## config.mk

```make
export PLATFORM = sky130hd
export DESIGN_NAME = cpuid_req_arbiter
export DESIGN_NICKNAME = d
export VERILOG_FILES = /design/src/rtl/cpuid_req_arbiter.sv
export SDC_FILE = /design/constraint.sdc
export NUM_CORES = 1
export LEC_CHECK = 0
export BUFFER_PORTS_ARGS = -buffer_cell sky130_fd_sc_hd__buf_2
export CORE_AREA = 8 8 275 277
export DETAILED_ROUTE_END_ITERATION = 8
export DIE_AREA = 0 0 283 285
export GPL_TIMING_DRIVEN = 0
export PLACE_DENSITY = 0.5
export SLEW_MARGIN = 10
export SYNTH_ARGS = -nofsm -noshare
export SYNTH_HDL_FRONTEND = slang
export SYNTH_SLANG_ARGS = --single-unit
```

## constraint.sdc

```tcl
create_clock -name clk -period 11.5 [get_ports clk]
set_input_delay 0.575 -clock clk [delete_from_list [all_inputs] [get_ports clk]]
set_output_delay 0.575 -clock clk [all_outputs]
set_load 0.01 [all_outputs]
```

## src/rtl/cpuid_req_arbiter.sv

```systemverilog
// ---------------------------------------------------------------------------
// cpuid_req_arbiter
//
// Purpose:
//   Shares a single combinational CPUID leaf model between NUM_REQ requesters
//   (per-core CSR CPUID windows, debug port). Requests are arbitrated
//   round-robin. The winning leaf/subleaf is presented to the model from
//   registers, the four 64-bit result lanes are captured one cycle later,
//   and they are returned on the winner's response handshake.
//
//   Transaction timeline:
//     T    : IDLE, req_ready[g]=1 (combinational), leaf/subleaf registered
//     T+1  : LOOKUP, model inputs stable, result lanes captured at the edge
//     T+2..: RESP, rsp_valid[g]=1 until rsp_ready[g]
//
// Ports:
//   clk, rst                 core clock, asynchronous active-high reset
//   req_valid / req_ready    per-requester request handshake (ready one-hot)
//   req_leaf / req_subleaf   packed per-requester leaf/subleaf, 32 bits each
//   rsp_valid / rsp_ready    per-requester response handshake (valid one-hot)
//   rsp_data0..3             captured result lanes, shared by all requesters
//   rsp_known                captured leaf <= MAX_STD_LEAF
//   cpuid_leaf/_subleaf      registered inputs to the leaf model
//   cpuid_data0..3           combinational result lanes from the leaf model
//   busy                     a transaction is in flight (LOOKUP or RESP)
// ---------------------------------------------------------------------------
module cpuid_req_arbiter #(
    parameter int          NUM_REQ      = 2,
    parameter logic [31:0] MAX_STD_LEAF = 32'h0000_0005
) (
    input  logic                    clk,
    input  logic                    rst,
    input  logic [NUM_REQ-1:0]      req_valid,
    output logic [NUM_REQ-1:0]      req_ready,
    input  logic [NUM_REQ*32-1:0]   req_leaf,
    input  logic [NUM_REQ*32-1:0]   req_subleaf,
    output logic [NUM_REQ-1:0]      rsp_valid,
    input  logic [NUM_REQ-1:0]      rsp_ready,
    output logic [63:0]             rsp_data0,
    output logic [63:0]             rsp_data1,
    output logic [63:0]             rsp_data2,
    output logic [63:0]             rsp_data3,
    output logic                    rsp_known,
    output logic [31:0]             cpuid_leaf,
    output logic [31:0]             cpuid_subleaf,
    input  logic [63:0]             cpuid_data0,
    input  logic [63:0]             cpuid_data1,
    input  logic [63:0]             cpuid_data2,
    input  logic [63:0]             cpuid_data3,
    output logic                    busy
);

    // Index width; a single requester still needs one bit to hold index 0.
    localparam int IDX_W = (NUM_REQ > 1) ? $clog2(NUM_REQ) : 1;

    typedef enum logic [1:0] {
        ST_IDLE   = 2'd0,
        ST_LOOKUP = 2'd1,
        ST_RESP   = 2'd2
    } state_t;

    // -----------------------------------------------------------------------
    // Helpers
    // -----------------------------------------------------------------------

    // Index of the lowest set bit; 0 when the vector is empty (callers
    // only use the result when some bit is set).
    function automatic logic [IDX_W-1:0] lowest_set(input logic [NUM_REQ-1:0] vec);
        logic [IDX_W-1:0] idx;
        idx = '0;
        for (int i = NUM_REQ - 1; i >= 0; i--) begin
            idx = vec[i] ? IDX_W'(i) : idx;
        end
        return idx;
    endfunction

    // One-hot decode of a requester index.
    function automatic logic [NUM_REQ-1:0] to_onehot(input logic [IDX_W-1:0] idx);
        logic [NUM_REQ-1:0] vec;
        vec = '0;
        for (int i = 0; i < NUM_REQ; i++) begin
            vec[i] = (idx == IDX_W'(i));
        end
        return vec;
    endfunction

    // -----------------------------------------------------------------------
    // State
    // -----------------------------------------------------------------------
    state_t             r_state;
    logic [IDX_W-1:0]   r_rr_ptr;
    logic [IDX_W-1:0]   r_gnt;
    logic [31:0]        r_leaf;
    logic [31:0]        r_subleaf;
    logic [NUM_REQ-1:0] r_rsp_valid;
    logic [63:0]        r_rsp_data0;
    logic [63:0]        r_rsp_data1;
    logic [63:0]        r_rsp_data2;
    logic [63:0]        r_rsp_data3;
    logic               r_rsp_known;
    logic               r_busy;

    // -----------------------------------------------------------------------
    // Arbitration
    // -----------------------------------------------------------------------
    logic [NUM_REQ-1:0] w_above_mask;
    logic [NUM_REQ-1:0] w_hi_req;
    logic               w_any_req;
    logic [IDX_W-1:0]   w_gnt_idx;
    logic               w_accept;
    logic [31:0]        w_sel_leaf;
    logic [31:0]        w_sel_subleaf;
    logic               w_rsp_take;

    // Requesters strictly above the pointer get first pick; the search
    // then wraps to index 0. With NUM_REQ=1 the mask is always empty and
    // requester 0 wins through the wrap path.
    always_comb begin
        w_above_mask = '0;
        for (int i = 0; i < NUM_REQ; i++) begin
            w_above_mask[i] = (IDX_W'(i) > r_rr_ptr);
        end
    end

    assign w_hi_req  = req_valid & w_above_mask;
    assign w_any_req = |req_valid;
    assign w_gnt_idx = (|w_hi_req) ? lowest_set(w_hi_req) : lowest_set(req_valid);

    // Accept only in IDLE; rst also masks it so req_ready is 0 while reset
    // is held even though the state register already reads IDLE.
    assign w_accept = (r_state == ST_IDLE) && w_any_req && !rst;

    // Grant decode and leaf/subleaf mux for the winning requester.
    always_comb begin
        req_ready     = '0;
        w_sel_leaf    = 32'h0000_0000;
        w_sel_subleaf = 32'h0000_0000;
        for (int i = 0; i < NUM_REQ; i++) begin
            req_ready[i]  = w_accept && (w_gnt_idx == IDX_W'(i));
            w_sel_leaf    = (w_gnt_idx == IDX_W'(i)) ? req_leaf[32*i +: 32]    : w_sel_leaf;
            w_sel_subleaf = (w_gnt_idx == IDX_W'(i)) ? req_subleaf[32*i +: 32] : w_sel_subleaf;
        end
    end

    // rsp_valid is one-hot on the granted requester, so ANDing with
    // rsp_ready ignores the ready lines of every other requester.
    assign w_rsp_take = |(r_rsp_valid & rsp_ready);

    // -----------------------------------------------------------------------
    // Transaction FSM with registered outputs
    // -----------------------------------------------------------------------

    // IDLE -> LOOKUP -> RESP -> IDLE; leaf/subleaf registers change only at
    // accept so the model inputs stay glitch-free across the lookup.
    always_ff @(posedge clk or posedge rst) begin
        if (rst) begin
            r_state     <= ST_IDLE;
            r_rr_ptr    <= IDX_W'(NUM_REQ - 1);
            r_gnt       <= '0;
            r_leaf      <= 32'h0000_0000;
            r_subleaf   <= 32'h0000_0000;
            r_rsp_valid <= '0;
            r_rsp_data0 <= 64'h0;
            r_rsp_data1 <= 64'h0;
            r_rsp_data2 <= 64'h0;
            r_rsp_data3 <= 64'h0;
            r_rsp_known <= 1'b0;
            r_busy      <= 1'b0;
        end else begin
            case (r_state)
                ST_IDLE: begin
                    if (w_accept) begin
                        r_leaf    <= w_sel_leaf;
                        r_subleaf <= w_sel_subleaf;
                        r_gnt     <= w_gnt_idx;
                        r_rr_ptr  <= w_gnt_idx;
                        r_busy    <= 1'b1;
                        r_state   <= ST_LOOKUP;
                    end
                end
                ST_LOOKUP: begin
                    r_rsp_data0 <= cpuid_data0;
                    r_rsp_data1 <= cpuid_data1;
                    r_rsp_data2 <= cpuid_data2;
                    r_rsp_data3 <= cpuid_data3;
                    r_rsp_known <= (r_leaf <= MAX_STD_LEAF);
                    r_rsp_valid <= to_onehot(r_gnt);
                    r_state     <= ST_RESP;
                end
                ST_RESP: begin
                    // No timeout: hold the response until the owner takes it.
                    if (w_rsp_take) begin
                        r_rsp_valid <= '0;
                        r_busy      <= 1'b0;
                        r_state     <= ST_IDLE;
                    end
                end
                default: begin
                    // Unreachable encoding: fall back to a clean idle.
                    r_rsp_valid <= '0;
                    r_busy      <= 1'b0;
                    r_state     <= ST_IDLE;
                end
            endcase
        end
    end

    // -----------------------------------------------------------------------
    // Outputs
    // -----------------------------------------------------------------------
    assign rsp_valid     = r_rsp_valid;
    assign rsp_data0     = r_rsp_data0;
    assign rsp_data1     = r_rsp_data1;
    assign rsp_data2     = r_rsp_data2;
    assign rsp_data3     = r_rsp_data3;
    assign rsp_known     = r_rsp_known;
    assign cpuid_leaf    = r_leaf;
    assign cpuid_subleaf = r_subleaf;
    assign busy          = r_busy;

endmodule
```

* Word level (Yosys, flattened, before mapping)
Cells that the tools add are included.
Storage, ports and cells: memories kept 0, logic and storage cells 52, bits of input ports 390, bits in writable memories 0, ROM bits 0, bits in registers 328, latch bits 0, output and inout bits 326
Cells by class: $lt $le $gt $ge 3, multiplexer cells 14, $add $sub $neg 0, multipliers 0, bitwise logic cells 6, div/mod/pow operators 0, reduce and logical (&&, ||, !) cells 13, shifts and indexed selects 0, equality and inequality tests 4
Operator list (count):
- two-way mux 32 bit | 2
- less-or-equal comparator 32 x 3 -> 1 bit (second input constant) | 1
- one-hot mux 2 bit (3 select lines) | 2
- two-way mux 1 bit | 7
- AND reduction 2 bit | 3
- OR reduction 2 bit | 3
- AND 2 bit | 2
- logical AND 1 bit | 4
- two-way mux 2 bit | 2
- != test 2 bit (second input constant) | 2
- inverter 1 bit | 4
- one-hot mux 1 bit (3 select lines) | 1
- AND reduction 3 bit | 1
- == test 2 x 1 -> 1 bit (second input constant) | 1
- == test 2 bit (second input constant) | 1
- > comparator 1 bit (first input constant) | 2
- zero test 2 bit | 1
- zero test 1 bit | 1

* Depth between registers and ports, before layout
Gate-level depths: netlist of run 1.
depth after elaboration 7, depth in mapped cells 6, gate-level depth less buffers 3

* Worst setup path after synthesis of run 1
No wires, ideal clock.
kind input to output, start point input rst, end point output req_ready[1], arrival 1.433 ns, path buffers 1, data required time 10.925 ns, setup slack 9.492 ns, cell stages on the path 3, cells stage by stage or3_4 > nor2_2 > buf_1
On the way: word-level cells in the longest chain between the ends 3
Ends and longest elaborated chain:
- start, declared | line 32 | input logic rst,
- zero test 1 bit (no line)
- logical AND 1 bit | line 131 | assign w_accept = (r_state == ST_IDLE) && w_any_req && !rst;
- logical AND 1 bit | line 139 | req_ready[i] = w_accept && (w_gnt_idx == IDX_W'(i));
- end, declared | line 34 | output logic [NUM_REQ-1:0] req_ready,
No other way between the ends.

* Worst setup path after layout of run 1
start point register r_state[1], end point output req_ready[1]
On the way: word-level cells in the longest chain between the ends 4
Ends and longest elaborated chain:
- start, declared | line 90 | state_t r_state;
- start signal, assigned | line 157 | r_state <= ST_IDLE;
- start signal, assigned | line 178 | r_state <= ST_LOOKUP;
- start signal, assigned | line 188 | r_state <= ST_RESP;
- zero test 2 bit | line 131
- logical AND 1 bit (2 in a row) | line 131
- logical AND 1 bit | line 139
No other way between the ends.

==> key figures, run 1 <==
Run status
  • Status: finished, final reports clean

Critical path
  • WS Path Type: register to primary output
  • Cell Chain, Critical Path: or3_4 > nor2_2 > buf_1 > buf_2
  • Cells on worst reg2reg path: 5
  • Worst Path Max Fanout: 10
  • Crit path max-delay cell type: buf_1
  • Worst reg2reg path startpoint: r_state[1]
  • Worst setup SP type: register
  • Reg2reg end: rsp_data0[37]
  • Critical Path AT: 2.45 ns
  • Setup crit end kind: primary output
  • Crit path largest cell delay: 0.53 ns
  • R2R setup slack: 9.04 ns
  • WP data required: 10.93 ns

Detailed routing
  • Met3 WL post-DR: 4230 µm
  • DR DRC count: 0
  • Initial DRC count: 282
  • Post-route ant nets: 0
  • DR top layer: met4
  • Wire length on met2: 25500 µm
  • DR vias: 9978
  • Vias/cell: 3.93
  • Initial DRT Pass Iterations: 4
  • WL per Instance: 19.2 µm
  • Routed WL: 48900 µm
  • M1 WL: 16800 µm

Power and ir drop
  • Total chip power: 5.38 mW
  • PD cells: 285 nW/µm²
  • Lkg Pwr: 9.08 nW
  • VDD IR max: 119 µV

CTS
  • Clk_lat worst skew: 0.55 ns
  • Postcts setup bufs: 0
  • Total CTS buffers: 38
  • H-tree depth: 2
  • Number of clock sinks: 328
  • Clock buffer depth: 3
  • Root buffer cell: clkbuf_16
  • Clock slew at reported path FFs: 0.06 ns
  • Cts hold-fix bufs: 0
  • CTS tree: done
  • CTS-repair resized insts: 0

Placement
  • Port bufs: 715
  • DP HPWL: 39600 µm
  • Pre-CTS WS: 8.73 ns
  • RD Place Congestion: 0.943

Timing
  • WHS: 0.197 ns
  • Final setup viols: 0
  • RSZ-0062 raised after global routing: no
  • Final Hold Fails: 0
  • Worst slew pin tran: 0.826 ns
  • Minimum setup slack in the final design: 8.48 ns
  • Fmax: 331 MHz
  • Minimum clock period: 3.02 ns
  • Final-report max-slew violation count: 0
  • Period utilization: 26.3%
  • Clock skew: 0.0159 ns
  • Slew HR: 45.0%

Cells and area
  • Filler cells: 7430
  • Multi-input gate area: 4220 µm²
  • Area growth syn-to-layout: 47.7%
  • Nets: 1953
  • FF/Latch Area: 8210 µm²
  • Fraction of layout cells with a size suffix above 1: 68.1%

Synth
  • Synthesized flop and latch total: 328
  • Post-synth top area share: 64.1%
  • Library cells used by synthesis: 33
  • Most frequent cell after synthesis: dfrtp_1
  • Most common library cells after synthesis: dfrtp_1 (327), mux2_2 (252), a221o_1 (64), o21a_1 (64), buf_2 (35)
  • Syn_area_per_cell: 15.8 µm²
  • Mapped cell area: 12800 µm²
  • Yosys top cell by area: dfrtp_1
  • Yosys warns: 0
  • Register area share after synthesis: 64.3%
  • Post-synth EDFFs: 0
  • Synth Net Count: 1196
  • Dominant synthesized flop cell: dfrtp_1
  • Top cells by area in the synthesized netlist: dfrtp_1 (64%), mux2_2 (22%), a221o_1 (5.0%)
  • Async SR Flop Fraction: 100%
  • Synth Instances: 806

Floorplan
  • Die Area: 80700 µm²
  • DIE WIDTH: 283 µm
  • Core box area: 71000 µm²
  • Boundary pin count: 716
  • Starting Density: 18.0%
  • Die Span Y: 285 µm
  • Placement Rows: 98

Global route
  • Largest net degree at the start of global routing: 117
  • First-pass GRT wire length: 73500 µm
  • GRT Util Overall: 11.7%
  • Initial antenna violation count: 4
  • Gr ovfl total: 0
  • Vias in the first global route: 11.3k

Hold path
  • Min-Delay Path Class: primary input to asynchronous set/reset pin

Job
  • Maxcap violations: 0
==> placed cells by master (no fill, tap or decap), types with 3 or more instances in the layout <==
| cell type | instances |
|---|---|
| mux2_1 | 4 |
| o21a_1 | 64 |
| buf_6 | 6 |
| mux2_2 | 252 |
| inv_1 | 4 |
| clkbuf_16 | 39 |
| clkbuf_1 | 16 |
| nor4_1 | 6 |
| a221o_1 | 64 |
| dfrtp_1 | 327 |
| clkbuf_8 | 11 |
| buf_4 | 5 |
| buf_2 | 750 |
| diode_2 | 3 |
| clkinv_2 | 4 |
==> state kept, by name, summed over array words and instances (netlist names) <==
register,flops
rsp_valid,2
rsp_known,1
r_state,2
cpuid_leaf,32
rsp_data1,64
r_gnt,1
busy,1
rsp_data3,64
rsp_data2,64
r_rr_ptr,1
rsp_data0,64
cpuid_subleaf,32
==> area by class of cell <==
cell class	instances	area share, %
sequential	328	43.5
multi-input combinational	416	22.4
timing repair buffer	717	19.3
tap	950	6.30
clock buffer	56	6.10
buffer	57	1.70
clock inverter	9	0.564
inverter	5	0.139
antenna	3	0.0398
==> how the worst max path moves through the flow <==
stage,startpoint,end,cells past startpoint,slack (ns)
6_report,r_state[1],req_ready[1],4,8.48
5_1_grt,r_state[1],req_ready[1],4,8.33
4_1_cts,r_state[1],req_ready[1],4,8.42
3_5_place_dp,rst,req_ready[1],5,8.73
3_3_place_gp,rst,rsp_data3[34],2,-1.93
2_1_floorplan,rst,busy,1,1.84
==> critical path: cells and delay by family, from the launching register on <==
kind                   cells  cell delay, ns
DFF                        1            0.44
and+or+nand+nor            2            0.70
buffers and inverters      2            0.78
==> stage by stage <==
step / cell area [µm²] / TNS [ns] / instances / utilization [%]
finish: 18900 / 0 / 2541 / 26.6
floorplan: 12800 / 0 / 806 / -
global placement: 17500 / -612.10 / 2471 / 24.7
global route: 18900 / 0 / 2541 / 26.6
detailed placement: 17600 / 0 / 2473 / 24.8
CTS: 18900 / 0 / 2538 / 26.6
==> cells by family (layout without fill, tap and decap cells) <==
family	count (synthesis)	count (layout)	share of synthesized area [%]
flip-flops	328	328	64.3
multiplexers	257	257	22.7
AO/OA/AOI/OAI	139	139	9.41
buffers and inverters	62	844	2.66
AND/OR/NAND/NOR	20	20	0.999
other	0	3	0
==> routing by layer <==
metal,up-vias,global-route usage [%]
met1,4875,11.5
met4,0,5.74
met2,507,21.3
met3,95,4.36
met5,-,0
li1,4501,-
==> report_power, final <==
part	leakage, nW	internal, mW	switching (mW)
Combinational	4.59	1.05	1.03
Sequential	3.87	1.74	0.334
Clock	0.624	0.735	0.487
Note: power is estimated with default switching activity, not from simulation.
==> run 2: changes to the inputs <==
clock period = 3.13 ns   (was 11.5 ns; I/O delays follow)
==> key figures, run 2 (synthesis gave the netlist of run 1 again) <==
Critical path
  • Worst Path Max Fanout: 10
  • Critical Path AT: 2.42 ns
  • Cells on worst reg2reg path: 5
  • Worst setup SP type: register
  • WS Path Type: register to primary output
  • WP data required: 2.97 ns
  • Setup crit end kind: primary output

Detailed routing
  • Post-route ant nets: 0
  • Initial DRC count: 335
  • DR vias: 11.6k
  • DR DRC count: 0
  • Vias/cell: 3.96
  • WL per Instance: 18.3 µm
  • Initial DRT Pass Iterations: 4
  • Routed WL: 53900 µm

CTS
  • Root buffer cell: clkbuf_16
  • Clk_lat worst skew: 0.53 ns
  • Clock slew at reported path FFs: 0.05 ns
  • H-tree depth: 2
  • Total CTS buffers: 39
  • CTS tree: done
  • Number of clock sinks: 328
  • Postcts setup bufs: 0
  • Clock buffer depth: 3

Floorplan
  • Starting Density: 18.0%
  • Boundary pin count: 716
  • Placement Rows: 98
  • Core box area: 71000 µm²
  • Die Area: 80700 µm²
  • DIE WIDTH: 283 µm
  • Die Span Y: 285 µm

Timing
  • RSZ-0062 raised after global routing: no
  • Slew HR: 41.0%
  • Clock skew: 0.0104 ns
  • Period utilization: 82.3%
  • Final-report max-slew violation count: 0
  • Worst slew pin tran: 0.884 ns
  • WHS: 0.262 ns
  • Final setup viols: 0
  • Final Hold Fails: 0
  • Fmax: 388 MHz
  • Minimum clock period: 2.58 ns
  • Minimum setup slack in the final design: 0.553 ns

Power and ir drop
  • PD cells: 915 nW/µm²
  • Total chip power: 20.9 mW
  • Lkg Pwr: 10.8 nW
  • VDD IR max: 471 µV

Global route
  • Vias in the first global route: 13.6k
  • Gr ovfl total: 0
  • GR peak layer: met2
  • Global routing usage on met2: 23.6%
  • M1 GR Usage: 13.0%
  • GRT Util Overall: 12.7%
  • Largest net degree at the start of global routing: 40
  • Initial antenna violation count: 2
  • First-pass GRT wire length: 81500 µm
  • M3 GR Usage: 4.47%

Cells and area
  • Area growth syn-to-layout: 78.9%
  • Fraction of layout cells with a size suffix above 1: 54.7%
  • Final Non-Filler Cells: 2937
  • Multi-input gate area: 4220 µm²
  • FF/Latch Area: 8210 µm²
  • Most frequent cells in the layout: buf_2 (750), dlygate4sd3_1 (385), dfrtp_1 (327)
  • Filler cells: 7081
  • Nets: 2346
  • Most common cell after layout, fill and taps aside: buf_2

Placement
  • DP HPWL: 42000 µm
  • RD Place Congestion: 0.893
  • Port bufs: 715
  • Pre-CTS WS: 0.417 ns
  • Placed cells: 2480

Job
  • Maxcap violations: 0

Hold path
  • Min-Delay Path Class: primary input to asynchronous set/reset pin

Run status
  • Status: finished, final reports clean
[run 2: changes by cell type in the layout (fill, tap and decap cells not counted), moves of 2 or more]
cell	previous run	this run
buf_12	0	9
dlygate4sd3_1	0	385
buf_16	2	0
clkbuf_8	11	7
clkbuf_1	16	25
clkbuf_16	39	41
[run 2: per-layer routing]
layer	share of wire, %	wire [µm]
met2	52	28000
met1	36	19300
met5	0.028	15
met3	8.3	4480
met4	3.8	2070
[run 2: final cells by class]
| type | count | area share, % |
|---|---|---|
| Sequential cell | 328 | 35.9 |
| Buffer | 57 | 1.41 |
| Clock inverter | 7 | 0.389 |
| Tap cell | 950 | 5.20 |
| Timing Repair Buffer | 1109 | 33.3 |
| Clock buffer | 63 | 5.16 |
| Inverter | 5 | 0.0986 |
| Antenna cell | 2 | 0.0219 |
| Multi-Input combinational cell | 416 | 18.5 |
[run 2: power breakdown]
part           internal [mW]  switching (mW)
Clock                   2.74            1.77
Sequential              6.40            1.22
Combinational           4.68            4.11
Total                   13.8            7.09
[run 2: final timing paths]
| check | to | slack [ns] | start |
|---|---|---|---|
| worst max-delay path | req_ready[1] | 0.55 | r_state[1] |
| worst min-delay path | cpuid_leaf[6] | 0.26 | rst |
| worst max register to register | cpuid_subleaf[3] | 0.61 | r_state[1] |
| worst min register to register | rsp_data2[11] | 0.49 | rsp_data2[11] |
| max in group asynchronous | rsp_data1[36] | 1.51 | rst |
| min in group clk | busy | 0.32 | rsp_ready[1] |
[run 2: what timing repair did]
item,in CTS,in global routing
endpoints found under the hold margin,340,0
hold buffers,385,0
resized for setup,0,0
[run 2: stage by stage]
step	utilization [%]	cell area, µm²	setup TNS (ns)
3_5_place_dp	25.0	17700	0
4_1_cts	32.2	22800	0
5_1_grt	32.2	22800	0
6_report	32.2	22800	0
3_3_place_gp	24.7	17500	-1093.53
2_1_floorplan	-	12800	-459.45
[run 2: worst max-delay path: stages, from the launching register on]
cell and delay, ns:
dfrtp_1 0.43, or3_4 0.43, nor2_2 0.14, buf_1 0.62
buf_2 0.27
==> run 3: changes to the inputs <==
ABC_AREA = 1   (was not set)
CORE_AREA = 8 8 273 275   (was 8 8 275 277)
DIE_AREA = 0 0 281 283   (was 0 0 283 285)
PLACE_DENSITY = 0.54   (was 0.5)
clock period = 2.1 ns   (was 3.13 ns; I/O delays follow)
==> key figures, run 3 <==
Detailed routing
  • Post-route ant nets: 0
  • Routed WL: 63200 µm
  • DR vias: 13.1k
  • Initial DRC count: 532
  • DR DRC count: 0
  • Vias/cell: 4.06
  • Initial DRT Pass Iterations: 5
  • WL per Instance: 19.5 µm

Floorplan
  • Die Span Y: 283 µm
  • Starting Density: 19.9%
  • DIE WIDTH: 281 µm
  • Placement Rows: 98
  • Die Area: 79500 µm²
  • Core box area: 70500 µm²
  • Boundary pin count: 716

Cells and area
  • Most frequent cells in the layout: buf_2 (740), dlygate4sd3_1 (391), dfrtp_1 (326)
  • Area growth syn-to-layout: 73.2%
  • Fraction of layout cells with a size suffix above 1: 48.8%
  • Most common cell after layout, fill and taps aside: buf_2
  • Nets: 2640
  • Final Core Density: 34.5%
  • Final Non-Filler Cells: 3237

Placement
  • Port bufs: 715
  • DP HPWL: 45000 µm
  • Pre-CTS WS: -0.703 ns
  • Placed cells: 2764
  • RD Place Congestion: 0.974

Critical path
  • Setup crit end kind: register
  • Critical Path AT: 2.39 ns
  • Most frequent CP cell: nand2_1
  • WP data required: 2.52 ns
  • Cells on worst reg2reg path: 7
  • Worst setup SP type: register
  • WS Path Type: register to register
  • Cell Chain, Critical Path: nand2_1 > clkbuf_4 > nand3_1 > nand2_1 > dlygate4sd3_1 > nand2_1 > o21ai_0
  • Crit path largest cell delay: 0.54 ns
  • Worst Path Max Fanout: 19
  • Crit path max-delay cell type: dlygate4sd3_1

Timing
  • Worst slew pin tran: 1.12 ns
  • Minimum setup slack in the final design: 0.125 ns
  • Fmax: 506 MHz
  • Clock skew: 0.0115 ns
  • WHS: 0.0593 ns
  • Slew HR: 25.5%
  • Final setup viols: 0
  • Final-report max-slew violation count: 0
  • RSZ-0062 raised after global routing: no
  • Period utilization: 94.1%
  • Final Hold Fails: 0
  • Minimum clock period: 1.98 ns

CTS
  • Clock slew at reported path FFs: 0.06 ns
  • H-tree depth: 2
  • Total CTS buffers: 39
  • CTS tree: done
  • Root buffer cell: clkbuf_16
  • Clock buffer depth: 3
  • Number of clock sinks: 328
  • Clk_lat worst skew: 0.54 ns

Synth
  • Most frequent cell after synthesis: dfrtp_1
  • Top cells by area in the synthesized netlist: dfrtp_1 (58%), mux2_4 (20%), nand2_1 (8.5%)
  • Yosys warns: 0
  • Async SR Flop Fraction: 100%
  • Post-synth top area share: 58.2%
  • Synth Net Count: 1480
  • Library cells used by synthesis: 20
  • Yosys top cell by area: dfrtp_1
  • Synth Instances: 1090
  • Post-synth EDFFs: 0
  • Mapped cell area: 14000 µm²
  • Register area share after synthesis: 58.4%
  • Most common library cells after synthesis: dfrtp_1 (327), nand2_1 (318), mux2_4 (186), mux2_2 (70), nand3_1 (66)
  • Dominant synthesized flop cell: dfrtp_1
  • Synthesized flop and latch total: 328
  • Syn_area_per_cell: 12.9 µm²

Power and ir drop
  • Lkg Pwr: 12.6 nW
  • PD cells: 1330 nW/µm²
  • VDD IR max: 823 µV

Global route
  • First-pass GRT wire length: 93000 µm
  • Initial antenna violation count: 6
  • GRT Util Overall: 15.2%
  • Vias in the first global route: 14.9k
  • Gr ovfl total: 0
  • Largest net degree at the start of global routing: 40

Hold path
  • Min-Delay Path Class: primary input to register
  • Hold depth: 5

Run status
  • Status: finished, final reports clean

Job
  • Maxcap violations: 0
## run 3: cell count changes after synthesis, sizes merged, moves of 4 or more
| cell | change |
|---|---|
| a221o | -64 |
| buf | +9 |
| clkbuf | -4 |
| inv | +15 |
| nand2 | +318 |
| nand3 | +66 |
| nor2 | +13 |
| nor4 | -6 |
| o21a | -64 |
| o21ai | +16 |
## run 3: layout make-up
| type | instances | area [µm²] |
|---|---|---|
| fill | 6892 | 46200 |
| timing repair buffer | 1119 | 7730 |
| timing repair inverter | 1 | 5.00 |
| tap | 950 | 1190 |
| inverter | 20 | 81.3 |
| sequential | 328 | 8210 |
| clock buffer | 58 | 1160 |
| antenna | 7 | 17.5 |
| clock inverter | 13 | 118 |
| multi-input combinational | 680 | 5320 |
| buffer | 61 | 494 |
## run 3: metrics by stage
step / power [mW] / area, µm² / setup TNS [ns]
3_3_place_gp: 24.7 / 18900 / -1899.22
5_1_grt: 34.2 / 24300 / 0
2_1_floorplan: 18.8 / 14100 / -1052.36
4_1_cts: 32.6 / 24300 / 0
3_5_place_dp: 24.9 / 19000 / -16.37
6_report: 32.3 / 24300 / 0
## run 3: critical path, delay by kind of cell, from the launching register on
family,cells,cell delay [ns]
buf+inv,2,0.84
flops,1,0.53
simple gates,4,0.38
compound gates,1,0.08
## run 3: power breakdown
part           switching, mW  leakage [nW]  internal [mW]  total [mW]
Combinational           6.87          8.11           7.22        14.1
Sequential              1.92          3.88           9.57        11.5
Clock                   2.79         0.627           3.97        6.77
Total                   11.6          12.6           20.8        32.3
## run 3: cells by family after synthesis
logic type,count (synthesis),synth area share [%]
simple gates,403,11.5
flops,328,58.4
mux,256,25.5
buf+inv,82,3.87
compound gates,21,0.748
## run 3: final timing paths
| kind | slack (ns) | startpoint | endpoint |
|---|---|---|---|
| worst max-delay path | 0.12 | r_rr_ptr | cpuid_leaf[28] |
| worst min-delay path | 0.06 | req_leaf[27] | cpuid_leaf[27] |
| worst max register to register | 0.12 | r_rr_ptr | cpuid_leaf[28] |
| worst min register to register | 0.47 | r_rr_ptr | r_rr_ptr |
| max in group asynchronous | 0.55 | rst | rsp_data0[46] |
| min in group asynchronous | 0.25 | rst | cpuid_subleaf[17] |
## run 3: repair_timing
item / CTS / global route
resized for setup: 5 / 10
buffers inserted: 2 / 0
hold buffers: 393 / 0
hold endpoints to repair: 397 / 0
endpoints found under the setup margin: 12 / 14
pin swaps: 1 / 1
gates cloned: 1 / 0
## run 3: layer usage
metal | global-route usage [%] | part of all wire (%)
met4 | 8.04 | 5.6
met3 | 4.51 | 8.4
met1 | 16.5 | 37
met5 | 0 | 0
met2 | 26.4 | 49
